===== config.mk =====
export PLATFORM = sky130hd
export DESIGN_NAME = cpu_run_ctrl
export DESIGN_NICKNAME = d
export VERILOG_FILES = /design/src/rtl/cpu_run_pkg.sv /design/src/rtl/sat_counter.sv /design/src/rtl/cpu_run_ctrl.sv
export SDC_FILE = /design/constraint.sdc
export NUM_CORES = 1
export LEC_CHECK = 0
export CORE_MARGIN = 3
export CORE_UTILIZATION = 55
export CTS_BUF_LIST = sky130_fd_sc_hd__clkbuf_8
export DETAILED_ROUTE_END_ITERATION = 16
export GPL_TIMING_DRIVEN = 0
export HOLD_SLACK_MARGIN = 0.1
export PLACE_DENSITY_LB_ADDON = 0.2
export SLEW_MARGIN = 20
export SYNTH_ARGS = -nofsm -noshare
export SYNTH_HDL_FRONTEND = slang
export SYNTH_SLANG_ARGS = --single-unit

===== constraint.sdc =====
create_clock -name clk -period 3 [get_ports clk]
set_clock_uncertainty 0.05 [all_clocks]
set_input_delay 0.6 -clock clk [delete_from_list [all_inputs] [get_ports clk]]
set_output_delay 0.6 -clock clk [all_outputs]
set_load 0.005 [all_outputs]

===== src/rtl/cpu_run_pkg.sv =====
// Shared types and default constants for the CPU run/halt controller.
package cpu_run_pkg;

   typedef enum logic [2:0] {
      IDLE,
      RESET,
      RUN,
      HALTED,
      TIMEOUT
   } run_state_t;

   localparam int CPU_RUN_RST_CYCLES = 2;
   localparam int CPU_RUN_CNT_W      = 8;
   localparam int CPU_RUN_WDOG_LIMIT = 200;

endpackage


===== src/rtl/sat_counter.sv =====
// Saturating up-counter with synchronous clear and a terminal-value compare.
module sat_counter #(
   parameter int         W    = 8,
   parameter logic [W-1:0] TERM = '1
) (
   input  logic         clk,
   input  logic         rst,
   input  logic         clr,
   input  logic         en,
   output logic [W-1:0] q,
   output logic         at_term
);

   // NOTE: registers take non-blocking assignments so every flop samples pre-edge values.
   always_ff @(posedge clk or posedge rst) begin
      if (rst) begin
         q <= '0;
      end else if (clr) begin
         q <= '0;
      end else if (en && (q != '1)) begin
         q <= q + W'(1);
      end
   end

   assign at_term = (q == TERM);

endmodule


===== src/rtl/cpu_run_ctrl.sv =====
// Run/halt controller for the CPU core: reset sequencing, cycle counting, halt detection.
// Define CPU_RUN_WDOG_EN to enable the watchdog that aborts runs reaching WDOG_LIMIT cycles.
module cpu_run_ctrl
   import cpu_run_pkg::*;
#(
   parameter int               RST_CYCLES = CPU_RUN_RST_CYCLES,
   parameter int               CNT_W      = CPU_RUN_CNT_W,
   parameter logic [CNT_W-1:0] WDOG_LIMIT = CNT_W'(CPU_RUN_WDOG_LIMIT)
) (
   input  logic             clk,
   input  logic             rst,
   input  logic             start,
   input  logic             hlt,
   output logic             core_rst,
   output logic             running,
   output logic             done,
   output logic             timeout,
   output logic [CNT_W-1:0] cycle_count
);

   localparam logic [3:0]       RST_TERM  = 4'(RST_CYCLES - 1);
   localparam logic [CNT_W-1:0] WDOG_TERM = WDOG_LIMIT - CNT_W'(1);

   run_state_t state;
   logic       start_ok;
   logic       rst_done;
   logic       cyc_term;
   logic [3:0] rst_dly;

   // start only takes effect where a fresh run may begin.
   assign start_ok = start && (state inside {IDLE, HALTED, TIMEOUT});

   sat_counter #(.W(4), .TERM(RST_TERM)) u_rst_dly (
      .clk     (clk),
      .rst     (rst),
      .clr     (start_ok),
      .en      (state == RESET),
      .q       (rst_dly),
      .at_term (rst_done)
   );

   sat_counter #(.W(CNT_W), .TERM(WDOG_TERM)) u_cycles (
      .clk     (clk),
      .rst     (rst),
      .clr     (start_ok),
      .en      ((state == RUN) && !hlt),
      .q       (cycle_count),
      .at_term (cyc_term)
   );

`ifdef CPU_RUN_WDOG_EN
   logic timeout_q;
   logic unused_sig;
   assign timeout    = timeout_q;
   assign unused_sig = ^rst_dly;
`else
   logic unused_sig;
   assign timeout    = 1'b0;
   assign unused_sig = ^{rst_dly, cyc_term};
`endif

   always_ff @(posedge clk or posedge rst) begin
      if (rst) begin
         state     <= IDLE;
         core_rst  <= 1'b1;
         running   <= 1'b0;
         done      <= 1'b0;
`ifdef CPU_RUN_WDOG_EN
         timeout_q <= 1'b0;
`endif
      end else begin
         case (state)
            IDLE: begin
               if (start) state <= RESET;
            end
            RESET: begin
               if (rst_done) begin
                  state    <= RUN;
                  core_rst <= 1'b0;
                  running  <= 1'b1;
               end
            end
            RUN: begin
               // hlt outranks both start and the watchdog; core_rst stays low to hold the halt.
               if (hlt) begin
                  state   <= HALTED;
                  running <= 1'b0;
                  done    <= 1'b1;
`ifdef CPU_RUN_WDOG_EN
               end else if (cyc_term) begin
                  state     <= TIMEOUT;
                  running   <= 1'b0;
                  core_rst  <= 1'b1;
                  timeout_q <= 1'b1;
`endif
               end
            end
            HALTED: begin
               if (start) begin
                  state    <= RESET;
                  done     <= 1'b0;
                  core_rst <= 1'b1;
               end
            end
`ifdef CPU_RUN_WDOG_EN
            TIMEOUT: begin
               if (start) begin
                  state     <= RESET;
                  timeout_q <= 1'b0;
               end
            end
`endif
            default: begin
               state    <= IDLE;
               core_rst <= 1'b1;
               running  <= 1'b0;
               done     <= 1'b0;
            end
         endcase
      end
   end

endmodule

Word level (Yosys, flattened, before mapping)
Index checks and enable logic that the tools add are counted.
{"block": "totals", "latch_bits": 0, "mem_bits_rw": 0, "register_bits": 18, "romBits": 0, "elab_cells": 55, "memories": 0}
{"block": "classes", "n_addsub": 2, "n_lt_le_gt_ge": 0, "div": 0, "multipliers": 0, "bitwise": 3, "shift": 0, "n_mux": 17, "eq_ne": 11, "reduce_logical": 16}
{"op": "8-bit two-way mux", "n": 2}
{"op": "3-bit AND reduction", "n": 4}
{"op": "3-bit two-way mux", "n": 3}
{"op": "1-bit case mux with 3 select lines", "n": 3}
{"op": "3-bit case mux with 3 select lines", "n": 1}
{"op": "8-bit by 1-bit adder with 8-bit output (second input constant)", "n": 1}
{"op": "4-bit two-way mux", "n": 2}
{"op": "8-bit inequality test (second input constant)", "n": 1}
{"op": "3-bit by 2-bit == test with 1-bit output (second input constant)", "n": 2}
{"op": "1-bit two-way mux", "n": 6}
{"op": "2-bit inequality test (second input constant)", "n": 3}
{"op": "2-bit OR reduction", "n": 3}
{"op": "4-bit by 1-bit adder with 4-bit output (second input constant)", "n": 1}
{"op": "4-bit by 1-bit == test with 1-bit output (second input constant)", "n": 1}
{"op": "1-bit logical AND", "n": 4}
{"op": "4-bit inequality test (second input constant)", "n": 1}
{"op": "2-bit nonzero test", "n": 2}
{"op": "3-bit by 1-bit == test with 1-bit output (second input constant)", "n": 1}
{"op": "3-bit == test (second input constant)", "n": 1}
{"op": "3-bit logical NOT", "n": 1}
{"op": "1-bit inverter", "n": 3}
{"op": "3-bit nonzero test", "n": 1}
{"op": "2-bit by 1-bit inequality test with 1-bit output (second input constant)", "n": 1}
{"op": "1-bit logical NOT", "n": 1}

Longest topological paths before layout
{"block": "logic_depth", "ltp_word": 5, "depth_mapped": 6, "depth_no_buf": 6}

By module
Synthesis repeated with hierarchy kept, for this count alone.
{"block": "hier_totals", "hier_cells": 104, "area_unflattened_um2": 1026.0}
{"mod": "sat_counter at u_cycles", "n_inst": 1, "seq_area_each_um2": 200.2, "cells_each": 46, "area_per_inst_um2": 455.4}
{"mod": "cpu_run_ctrl", "n_inst": 1, "seq_area_each_um2": 126.4, "cells_each": 35, "area_per_inst_um2": 341.6}
{"mod": "sat_counter at u_rst_dly", "n_inst": 1, "seq_area_each_um2": 100.1, "cells_each": 23, "area_per_inst_um2": 229.0}

Worst setup path after synthesis
No wires, ideal clock.
{"block": "synth_path", "kind": "register to register", "from": "register state[0]", "to": "register u_cycles.q[5]", "setup_ns": 0.077, "setup_slack_ns": 1.253, "path_stages_with_launch": 7, "n_path_buf": 0, "arrival_ns": 1.619, "path_cell_list": "dfrtp_1 -> inv_1 -> ha_1 -> nor2b_4 -> nand4_4 -> or4_1 -> a21oi_1"}
{"block": "synth_between", "elab_chain_len": 4, "elab_cells_between_ends": 10, "cone_classes": "eq/ne: 3; mux: 1; reduce/logical: 6"}
{"element": "start, declared", "line": "cpu_run_ctrl.sv:24", "source": "run_state_t state;"}
{"element": "start signal, assigned", "line": "cpu_run_ctrl.sv:64", "source": "state <= IDLE;"}
{"element": "start signal, assigned", "line": "cpu_run_ctrl.sv:74", "source": "if (start) state <= RESET;"}
{"element": "start signal, assigned", "line": "cpu_run_ctrl.sv:78", "source": "state <= RUN;"}
{"element": "3-bit by 2-bit == test with 1-bit output, or another cell as far along", "line": "cpu_run_ctrl.sv:31", "source": "assign start_ok = start && (state inside {IDLE, HALTED, TIMEOUT});"}
{"element": "3-bit nonzero test or 1-bit logical AND (tied branches)", "line": "cpu_run_ctrl.sv:31, cpu_run_ctrl.sv:46"}
{"element": "1-bit logical AND, on equally long branches", "line": "cpu_run_ctrl.sv:31, sat_counter.sv:20"}
{"element": "8-bit two-way mux or 2-bit nonzero test (tied branches)"}
{"element": "end signal, assigned", "line": "sat_counter.sv:21", "source": "q <= q + W'(1);"}
{"element": "end, declared", "line": "sat_counter.sv:10", "source": "output logic [W-1:0] q,"}
Several ways; a longest one is shown, not always the timed one.
A chain may end at the register's enable or synchronous reset.

Worst setup path after layout
{"block": "layout_path", "from": "input hlt", "to": "register u_cycles.q[5]"}
{"block": "layout_between", "elab_chain_len": 4}
{"element": "start, declared", "line": "cpu_run_ctrl.sv:13", "source": "input logic hlt,"}
{"element": "1-bit logical NOT", "line": "cpu_run_ctrl.sv:46", "source": ".en ((state == RUN) && !hlt),"}
{"element": "1-bit logical AND", "line": "cpu_run_ctrl.sv:46"}
{"element": "1-bit logical AND", "line": "sat_counter.sv:20", "source": "end else if (en && (q != '1)) begin"}
{"element": "2-bit nonzero test (no source line)"}
Every way passes these cells.

==> flow_summary.toml <==
[yosys]
synth-seq-cells = 17
mappedNetlistArea_um2 = 974.7
synth.net_count = 108
ys_warn_count = 0
synth_enable_flop_cells = 0
postSynth.asyncResetShare_pct = 100.0
yosysUniqueCellTypes = 38
gate_count_post_synth = 96
syn-mean-instance-area_um2 = 10.15
ys.flop_type = "dfrtp_1"
synth-seq-area-share_pct = 43.77

[floorplanning]
floorplan.die.width_um = 48.10
io_pins = 16
fp-row-count = 14
vertical_die_dimension_um = 48.10
initial_core_util_pct = 61.15
floorplan.core_area_um2 = 1594
dieArea_um2 = 2313

[global_routing]
initial_antenna_violation_count = 0
grt_remaining_overflow = 0
grt_start_max_net_pins = 18
first_pass_grt_wire_length_um = 2829
vias_in_the_first_global_route = 692
global_route.usage.total_pct = 17.88

[min_path]
hold_path_class = "flip-flop to flip-flop"
hold_start = "core_rst"
timing.hold.worst_endpoint = "core_rst"
worst_hold_path.num_cells = 2

[placed_design]
hpwl_detailed_um = 1308
post-place-ws_ns = 0.7536
buffer_ports.inserted = 14
place_congestion = 0.7974

[setup_path]
cp_data_arrival_time_ns = 2.11
critPathMaxStageDelay_ns = 0.52
regToRegSetupSlack_ns = 1.08
crit_required_ns = 3.12
crit-reg2reg-launch = "state[0]"
critical_path_cell_sequence = "clkdlybuf4s50_1 > nor2b_4 > nand4_4 > or4_1 > a21oi_1"
worstSetupStartpointType = "input port"
crit_fanout = 6
cp_class = "input port to flip-flop"
ff2ff_path_depth = 6
timing.critical_path.to_type = "flip-flop"
worst_r2r_endpoint = "u_cycles.q[5]"
cp_slowest_cell = "or4_1"

[sta]
setup_repair_after_global_routing_missed_its_margin = "false"
timing_max_transition_violations_final = 0
fmax_mhz = 503.7
finalSetupViolations = 0
relSlewSlack_pct = 57.70
final.hold.worst_slack_ns = 0.4661
worst_slack_ns = 1.015
finalSetupTns_ns = 0
timing_worst_slew_pin_value_ns = 0.6338
fin_crit_sh_pct = 66.18
fin_crit_ns = 1.985
hold_violations = 0

[cts]
cts-buffers-inserted = 3
cts.repair.resized = 0
cts_buffer_depth = 2
cts_tree = "yes"
cts-root-buf = "clkbuf_8"
clk_latency_worst_skew_pair_ns = 0.24
cts-hold-fix-buffers = 0
cts_max_level = 1
cts_post_setup_buffers_inserted = 0
numClockSinks = 17
clock_pin_slew_worst_setup_and_hold_paths_ns = 0.07

[drt]
detailedRoute.firstPassIterationCount = 4
postRouteAntennaNets = 0
dr_total_vias = 752
route.detailed.drc = 0
detail_route.vias_per_cell = 5.449
drtIter0Drc = 13
post_drt_wl_per_cell_um = 12.47
finalWirelength_um = 1721

[power_and_ir_drop]
worst_ir_drop_vdd_uv = 924.5
fin_total_pwr_mw = 0.9136
leakage_nw = 0.5354
pwr_density_cell_nw_per_um2 = 767.8

[layout]
fillCellCount = 112
area_growth_pct = 22.08
most_frequent_standard_cell_in_the_layout_excluding_fill_and_tap_cells = "dfrtp_1"
drive_above_1_share_pct = 11.40
layout.nets = 127
diodes = 0
most-common-layout-cells = "dfrtp_1, clkdlybuf4s50_1, ha_1"

[flow_run]
max_cap_violations = 0

[status]
run_status = "finished, final reports clean"
stage by stage:
| step | area [µm²] | util, % | instances |
|---|---|---|---|
| after floorplan | 974.7 | - | 96 |
| after global placement | 1145 | 71.82 | 134 |
| after detailed placement | 1145 | 71.82 | 134 |
| after CTS | 1190 | 74.65 | 138 |
| after global routing | 1190 | 74.65 | 138 |
| final | 1190 | 74.65 | 138 |
report_power, final:
group,internal [mW],leakage (nW),switching [mW]
Sequential,0.292,0.221,0.0562
Combinational,0.196,0.288,0.206
Clock,0.0904,0.0269,0.0725
Total,0.579,0.535,0.335
critical path, delay by kind of cell:
| family | cells | cell delay (ns) |
|---|---|---|
| buf+inv | 1 | 0.47 |
| compound gates | 1 | 0.15 |
| simple gates | 3 | 0.89 |
final cells by class:
cell class	instances	area (µm²)	area share, %
Clock inverter	1	3.754	0.3155
Sequential cell	17	426.7	35.86
Buffer	3	16.27	1.367
Timing Repair Buffer	14	140.1	11.78
Tap cell	24	30.03	2.524
Multi-Input combinational cell	71	513.0	43.11
Inverter	5	18.77	1.577
Clock buffer	3	41.29	3.470
worst max path at each step:
| stage | cells after the start | end | startpoint | slack (ns) |
|---|---|---|---|---|
| 6_report | 5 | u_cycles.q[5] | hlt | 1.01 |
| 3_3_place_gp | 5 | u_cycles.q[5] | hlt | 0.77 |
| 3_5_place_dp | 5 | u_cycles.q[5] | hlt | 0.75 |
| 2_1_floorplan | 6 | u_cycles.q[5] | state[0] | 1.25 |
| 4_1_cts | 5 | u_cycles.q[5] | hlt | 1.00 |
| 5_1_grt | 5 | u_cycles.q[5] | hlt | 0.92 |
sequential cells by signal, indices dropped and copies added (netlist names):
register	cells
done	1
core_rst	1
state	2
running	1
u_rst_dly.q	4
u_cycles.q	8
cell families (layout without fill, tap and decap cells):
family,after synthesis,in the layout,synth area share (%)
adders and majority gates,8,8,10.27
and+or+nand+nor,35,35,22.47
other,1,1,0.3847
xor gates and xnor gates,5,5,4.493
AOI/OAI and AO/OA,21,21,13.87
buffers and inverters,8,26,3.594
DFF,17,17,43.77
muxes,1,1,1.155
cells in the mapped netlist (2+ instances only):
cell / n / area [µm²]
nand2_1: 5 / 18.77
ha_1: 8 / 100.1
xor2_1: 5 / 43.79
o21ai_0: 6 / 30.03
nor2_1: 7 / 26.28
nand3_1: 5 / 25.02
inv_1: 5 / 18.77
a311oi_1: 2 / 17.52
a21oi_1: 5 / 25.02
and2_1: 2 / 12.51
or3_2: 2 / 15.01
dfrtp_1: 16 / 400.4
nor3_1: 2 / 10.01
and3_1: 2 / 12.51
metal layers:
| metal | up-vias | track usage, % | share of wire (%) |
|---|---|---|---|
| li1 | 382 | - | - |
| met1 | 354 | 22.63 | 49 |
| met2 | 14 | 30.61 | 46 |
| met3 | 2 | 3.690 | 3.5 |
| met4 | 0 | 5.376 | 0.81 |
| met5 | - | 0 | 0 |
Power figures use the tool's default switching activity.
